`config.mk`:
```
export PLATFORM = sky130hd
export DESIGN_NAME = clk_div_monitor
export DESIGN_NICKNAME = d
export VERILOG_FILES = /design/src/rtl/clk_div_mon_pkg.sv /design/src/rtl/clk_period_meter.sv /design/src/rtl/clk_div_monitor.sv
export SDC_FILE = /design/constraint.sdc
export NUM_CORES = 1
export LEC_CHECK = 0
export BUFFER_PORTS_ARGS = -buffer_cell sky130_fd_sc_hd__buf_2
export CAP_MARGIN = 20
export CORE_UTILIZATION = 65
export CTS_CLUSTER_SIZE = 20
export DETAILED_ROUTE_END_ITERATION = 10
export GPL_ROUTABILITY_DRIVEN = 0
export HOLD_SLACK_MARGIN = 0.08
export PLACE_DENSITY = 0.85
export RECOVER_POWER = 50
export SLEW_MARGIN = 10
export SYNTH_ARGS = -nofsm -noshare
export SYNTH_HDL_FRONTEND = slang
export SYNTH_SLANG_ARGS = --single-unit
export TNS_END_PERCENT = 20
```
`constraint.sdc`:
```
create_clock -name clk -period 5.1 [get_ports clk]
set_input_delay 0.765 -clock clk [delete_from_list [all_inputs] [get_ports clk]]
set_output_delay 0.765 -clock clk [all_outputs]
set_load 0.1 [all_outputs]
```
`src/rtl/clk_div_mon_pkg.sv`:
```
// Shared types, defaults and the period-acceptance rule for the divided-clock monitor.
package clk_div_mon_pkg;

  localparam int unsigned CNT_W_DEF  = 8;
  localparam int unsigned LOCK_N_DEF = 4;
  localparam int unsigned CMP_W      = 16;

  typedef enum logic [2:0] {
    IDLE,
    SYNC,
    MEASURE,
    LOCKED,
    ERROR
  } mon_state_t;

  // A period is good when it matches the ratio exactly and the duty is as close to 50% as possible.
  function automatic logic is_good_period(input logic [CMP_W-1:0] per,
                                          input logic [CMP_W-1:0] hi,
                                          input logic [CMP_W-1:0] e);
    return (per == e) && ((hi == (e >> 1)) || (hi == ((e + CMP_W'(1)) >> 1)));
  endfunction

endpackage

```
`src/rtl/clk_period_meter.sv`:
```
// One monitored channel: edge detect, period/high-time counters and lock/error FSM.
module clk_period_meter
  import clk_div_mon_pkg::*;
#(
  parameter int unsigned CNT_W  = CNT_W_DEF,
  parameter int unsigned LOCK_N = LOCK_N_DEF
) (
  input  logic             clk,
  input  logic             rst,
  input  logic             en,
  input  logic             div_clk,
  input  logic [CNT_W-1:0] exp_div,
  output logic             locked,
  output logic             err,
  output logic [CNT_W-1:0] meas_period
);

  localparam int unsigned CW = CNT_W + 1;
  localparam int unsigned LW = $clog2(LOCK_N + 1);
  localparam logic [CW-1:0] MEAS_MAX = CW'((1 << CNT_W) - 1);

  mon_state_t       state_q, state_d;
  logic             prev_q;
  logic [CNT_W-1:0] e_q, e_d;
  logic [CW-1:0]    per_q, per_d, hi_q, hi_d, wait_q, wait_d;
  logic [LW-1:0]    good_q, good_d, bad_q, bad_d;
  logic [CNT_W-1:0] meas_d;
  logic             rise;
  logic             period_ok;

  // Next-state and datapath; en low overrides everything at the end.
  always_comb begin
    state_d   = state_q;
    e_d       = e_q;
    per_d     = per_q;
    hi_d      = hi_q;
    wait_d    = wait_q;
    good_d    = good_q;
    bad_d     = bad_q;
    meas_d    = meas_period;
    rise      = div_clk & ~prev_q;
    period_ok = is_good_period(CMP_W'(per_q), CMP_W'(hi_q), CMP_W'(e_q));

    if (rise) begin
      per_d = CW'(1);
      hi_d  = CW'(1);
    end else begin
      per_d = (per_q == '1) ? per_q : per_q + CW'(1);
      hi_d  = (hi_q == '1) ? hi_q : hi_q + CW'(div_clk);
    end

    case (state_q)
      IDLE: begin
        if (exp_div >= CNT_W'(2)) begin
          state_d = SYNC;
          e_d     = exp_div;
          wait_d  = '0;
        end
      end
      SYNC: begin
        if (rise) begin
          state_d = MEASURE;
          good_d  = '0;
          bad_d   = '0;
        end else if (wait_q == ((CW'(e_q) << 1) - CW'(1))) begin
          state_d = ERROR;
        end else begin
          wait_d = wait_q + CW'(1);
        end
      end
      MEASURE, LOCKED: begin
        if (rise) begin
          meas_d = (per_q > MEAS_MAX) ? MEAS_MAX[CNT_W-1:0] : per_q[CNT_W-1:0];
          if (period_ok) begin
            if (state_q == MEASURE) begin
              bad_d = '0;
              if (good_q == LW'(LOCK_N - 1)) state_d = LOCKED;
              else good_d = good_q + LW'(1);
            end
          end else if (state_q == LOCKED) begin
            state_d = ERROR;
          end else begin
            good_d = '0;
            if (bad_q == LW'(LOCK_N - 1)) state_d = ERROR;
            else bad_d = bad_q + LW'(1);
          end
        end else if (per_q == (CW'(e_q) + CW'(1))) begin
          state_d = ERROR;
        end
      end
      ERROR: begin
      end
      default: state_d = IDLE;
    endcase

    if (!en) begin
      state_d = IDLE;
      e_d     = '0;
      per_d   = '0;
      hi_d    = '0;
      wait_d  = '0;
      good_d  = '0;
      bad_d   = '0;
      meas_d  = '0;
    end
  end

  always_ff @(posedge clk) begin
    if (rst) begin
      state_q     <= IDLE;
      prev_q      <= 1'b0;
      e_q         <= '0;
      per_q       <= '0;
      hi_q        <= '0;
      wait_q      <= '0;
      good_q      <= '0;
      bad_q       <= '0;
      locked      <= 1'b0;
      err         <= 1'b0;
      meas_period <= '0;
    end else begin
      state_q     <= state_d;
      prev_q      <= div_clk;
      e_q         <= e_d;
      per_q       <= per_d;
      hi_q        <= hi_d;
      wait_q      <= wait_d;
      good_q      <= good_d;
      bad_q       <= bad_d;
      locked      <= (state_d == LOCKED);
      err         <= (state_d == ERROR);
      meas_period <= meas_d;
    end
  end

endmodule

```
`src/rtl/clk_div_monitor.sv`:
```
// Receive-side checker for NCH divided clocks; one independent meter per channel.
module clk_div_monitor
  import clk_div_mon_pkg::*;
#(
  parameter int unsigned NCH    = 3,
  parameter int unsigned CNT_W  = CNT_W_DEF,
  parameter int unsigned LOCK_N = LOCK_N_DEF
) (
  input  logic                 clk,
  input  logic                 rst,
  input  logic                 en,
  input  logic [NCH-1:0]       div_clk,
  input  logic [NCH*CNT_W-1:0] exp_div,
  output logic [NCH-1:0]       locked,
  output logic [NCH-1:0]       err,
  output logic [NCH*CNT_W-1:0] meas_period
);

  for (genvar i = 0; i < NCH; i++) begin : g_ch
    clk_period_meter #(
      .CNT_W  (CNT_W),
      .LOCK_N (LOCK_N)
    ) u_meter (
      .clk         (clk),
      .rst         (rst),
      .en          (en),
      .div_clk     (div_clk[i]),
      .exp_div     (exp_div[i*CNT_W +: CNT_W]),
      .locked      (locked[i]),
      .err         (err[i]),
      .meas_period (meas_period[i*CNT_W +: CNT_W])
    );
  end

endmodule

```
==> qor.csv <==
stage,metric,value,unit
job,maxCapViolCount,1,
drt,drc,0,
cells_and_area,utilization,72.1,%
floorplanning,num_io_pins,60,
yosys,ys_ff_latch,165,
placement,portBuffers,59,
floorplanning,fp.dieW,124,um
timing,whs,0.466,ns
clock_network,insertion_delay,0.43,ns
timing,hold_violations,0,
global_route,grt_pass1_wl,36700,um
timing,tns,0,ns
cells_and_area,layout.nets,1242,
power_and_ir_drop,power,3.01,mW
power_and_ir_drop,irDropWorstVdd,0.000268,V
clock_network,path_clk_slew,0.06,ns
drt,routed_wl,22300,um
worst_setup_path,cp.arrival,3.97,ns
outcome,violations,"capacitance limit, slew limit",
clock_network,numCtsBuffers,17,
timing,skew,0.00649,ns
worst_setup_path,cp-start-kind,input pin,
clock_network,postCtsSetupBuffers,0,
timing,slew_headroom,-23.5,%
yosys,synth_edf_count,0,
yosys,synth_cells,1167,
global_route,antenna_found_initial,0,
floorplanning,rows,44,
min_path,hold_path_class,flop to flop,
worst_setup_path,crit_family,simple AND/OR/NAND/NOR gates,
cells_and_area,final_cells,1372,
global_route,grt_start_max_net_pins,39,
timing,slew_viol_final,39,
drt,drt_first_iter_violations,592,
floorplanning,fp.dieH,124,um
drt,dr.pass1.iters,5,
power_and_ir_drop,power_leakage,3.90,nW
floorplanning,start_util,66.3,%
clock_network,cts_tree,done,
placement,dp_hpwl,15500,um
yosys,yosys_warnings,0,
yosys,synth_cell_types,71,
worst_setup_path,slowest_delay,1.04,ns
yosys,async_reset_ff_share,0,%
clock_network,post_cts_resized,0,
floorplanning,core-area,0.0145,mm2
timing,final-setup-viol-count,0,
timing,rsz0062_at_grt,false,
worst_setup_path,cp.required,5.44,ns
cells_and_area,drive_gt1_share,8.42,%
worst_setup_path,path_buf_inv,2,
clock_network,holdBufCountCts,0,
yosys,syn-cell-area,0.00961,mm2
worst_setup_path,cp_slowest_cell,nor2b_1,
timing,worst_pin_slew,1.85,ns
clock_network,cts-root-buf,clkbuf_16,
drt,vias,8501,
yosys,syn_nets,1233,
global_route,grt_pass1_vias,7897,
drt,wl_per_cell,16.2,um
global_route,grt_use_total,30.3,%
clock_network,cts_htree_levels,4,
cells_and_area,syn_to_final_growth,8.73,%
worst_setup_path,cpMostUsedCell,clkbuf_1,
worst_setup_path,cp_max_fo,24,
clock_network,clock_sinks,165,
yosys,yosysSeqAreaShare,34.4,%
placement,dp.cells,1341,
worst_setup_path,endpoint_kind,flop,
yosys,syn_avg_cell_area,8.23,um2
global_route,grt-ovfl-total,0,
outcome,status,"complete, but fails checks",
timing,fin_crit,3.63,ns
floorplanning,dieArea,0.0153,mm2
timing,max_freq,275,MHz
drt,antenna_left,0,
cells_and_area,diodes,0,
worst_setup_path,crit_chain,clkbuf_1 -> nor2b_1 -> clkbuf_1 -> nand2_1 -> a21oi_1,
timing,finalCritPeriodShare,71.3,%
power_and_ir_drop,power_density,288,mW/mm2
clock_network,clock_path_buffers,2,
drt,via_per_inst,6.20,
yosys,synth-main-ff-cell,dfxtp_1,
worst_setup_path,critPathKind,input pin to flop,
## cell families (layout without fill, tap and decap cells)
kind of cell    Yosys count  in the layout  synth area share (%)
mux                      23             23                  2.49
xor+xnor                147            147                  13.5
buf+inv                 111            132                  4.65
simple gates            458            458                  23.7
flops                   165            165                  34.4
compound gates          227            227                  16.6
fa+ha+maj                36             36                  4.69
## report_power, final
group / switching (mW) / internal (mW) / total (mW) / leakage [nW]
logic: 0.171 / 0.114 / 0.285 / 2.26
registers: 0.0447 / 1.31 / 1.35 / 1.34
clock network: 0.550 / 0.823 / 1.37 / 0.304
total: 0.765 / 2.24 / 3.01 / 3.90
## cell type report
class	instances	area [um2]
Clock buffer	17	425
Clock inverter	14	203
Fill cell	1119	4040
Inverter	36	135
Multi-Input combinational cell	891	5860
Sequential cell	165	3300
Tap cell	184	230
Timing Repair Buffer	65	289
## placed cells by master (no fill, tap or decap), types with 17 or more instances in the layout
cell type | netlist | final
dfxtp_1 | 165 | 165
nor2_1 | 137 | 137
nand2_1 | 83 | 83
xor2_1 | 78 | 78
xnor2_1 | 68 | 68
a21oi_1 | 59 | 59
nand3_1 | 43 | 43
inv_1 | 36 | 36
ha_1 | 36 | 36
clkbuf_1 | 58 | 35
nand4_1 | 33 | 33
o21ai_0 | 30 | 32
or3_1 | 32 | 32
nor3_1 | 29 | 29
buf_2 | 3 | 27
o221a_2 | 24 | 24
nor2b_1 | 19 | 19
clkbuf_16 | 0 | 17
## through the flow
stage                     setup slack [ns]  area, um2
after floorplan                       2.23       9610
after global placement                2.00       9880
after detailed placement              1.89       9880
after CTS                             1.90      10500
after global routing                  1.24      10400
final                                 1.47      10400
## synth_stat cells (6+ instances only)
library cell	number	area [um2]
xnor2_1	68	596
buf_1	7	26.3
nand2_1	83	312
a31oi_1	12	75.1
o22ai_1	6	37.5
nand2b_1	14	87.6
o211ai_1	8	60.1
o21a_1	7	52.6
xor2_1	78	683
and3_1	13	81.3
or4_1	8	60.1
nor2b_1	19	119
ha_1	36	450
o21ai_0	30	150
mux2i_1	16	160
a21oi_1	59	295
o221a_2	24	270
a21o_1	6	45.0
dfxtp_1	165	3300
nor2_1	137	514
buf_4	7	52.6
inv_1	36	135
nor3_1	29	145
a22o_1	6	52.6
nor4_1	14	87.6
a211oi_1	9	67.6
o21ai_1	16	80.1
clkbuf_1	58	218
or3_1	32	200
or2_2	6	37.5
nand3_1	43	215
mux2_2	6	67.6
and2_1	8	50.1
nand4_1	33	206
## metal layers
metal	vias up	wire length [um]	track usage (%)
met3	59	1150	6.60
met1	4026	9610	36.4
met4	0	634	12.3
met5	-	0	0
li1	4153	-	-
met2	263	10900	52.2
## state kept, by name (all words and copies together), names as in the netlist, 9 cells and up
name / cells
g_ch.u_meter.e_q: 24
g_ch.u_meter.meas_period: 24
g_ch.u_meter.bad_q: 9
g_ch.u_meter.per_q: 27
g_ch.u_meter.wait_q: 27
g_ch.u_meter.good_q: 9
g_ch.u_meter.hi_q: 27
g_ch.u_meter.state_q: 9
## worst reg2reg max path: stages, from the launching register on
cell       delay [ns]
dfxtp_1          0.53
ha_1             0.33
nand3_1          0.25
or3_1            0.46
o21a_1           0.18
a211o_1          0.28
a2111oi_1        0.59
nor3_1           0.10
a221oi_1         0.32
nor2_1           0.06
## worst paths after layout
path,startpoint,endpoint,slack [ns],cells after the start
hold / removal,g_ch[0].u_meter.bad_q[0],g_ch[0].u_meter.bad_q[0],0.47,1
hold reg to reg,g_ch[0].u_meter.bad_q[0],g_ch[0].u_meter.bad_q[0],0.47,1
setup reg to reg,g_ch[0].u_meter.e_q[1],g_ch[0].u_meter.state_q[1],1.83,9
setup / recovery,rst,g_ch[1].u_meter.hi_q[1],1.47,5
No activity file was read; power rests on OpenSTA's default activity.
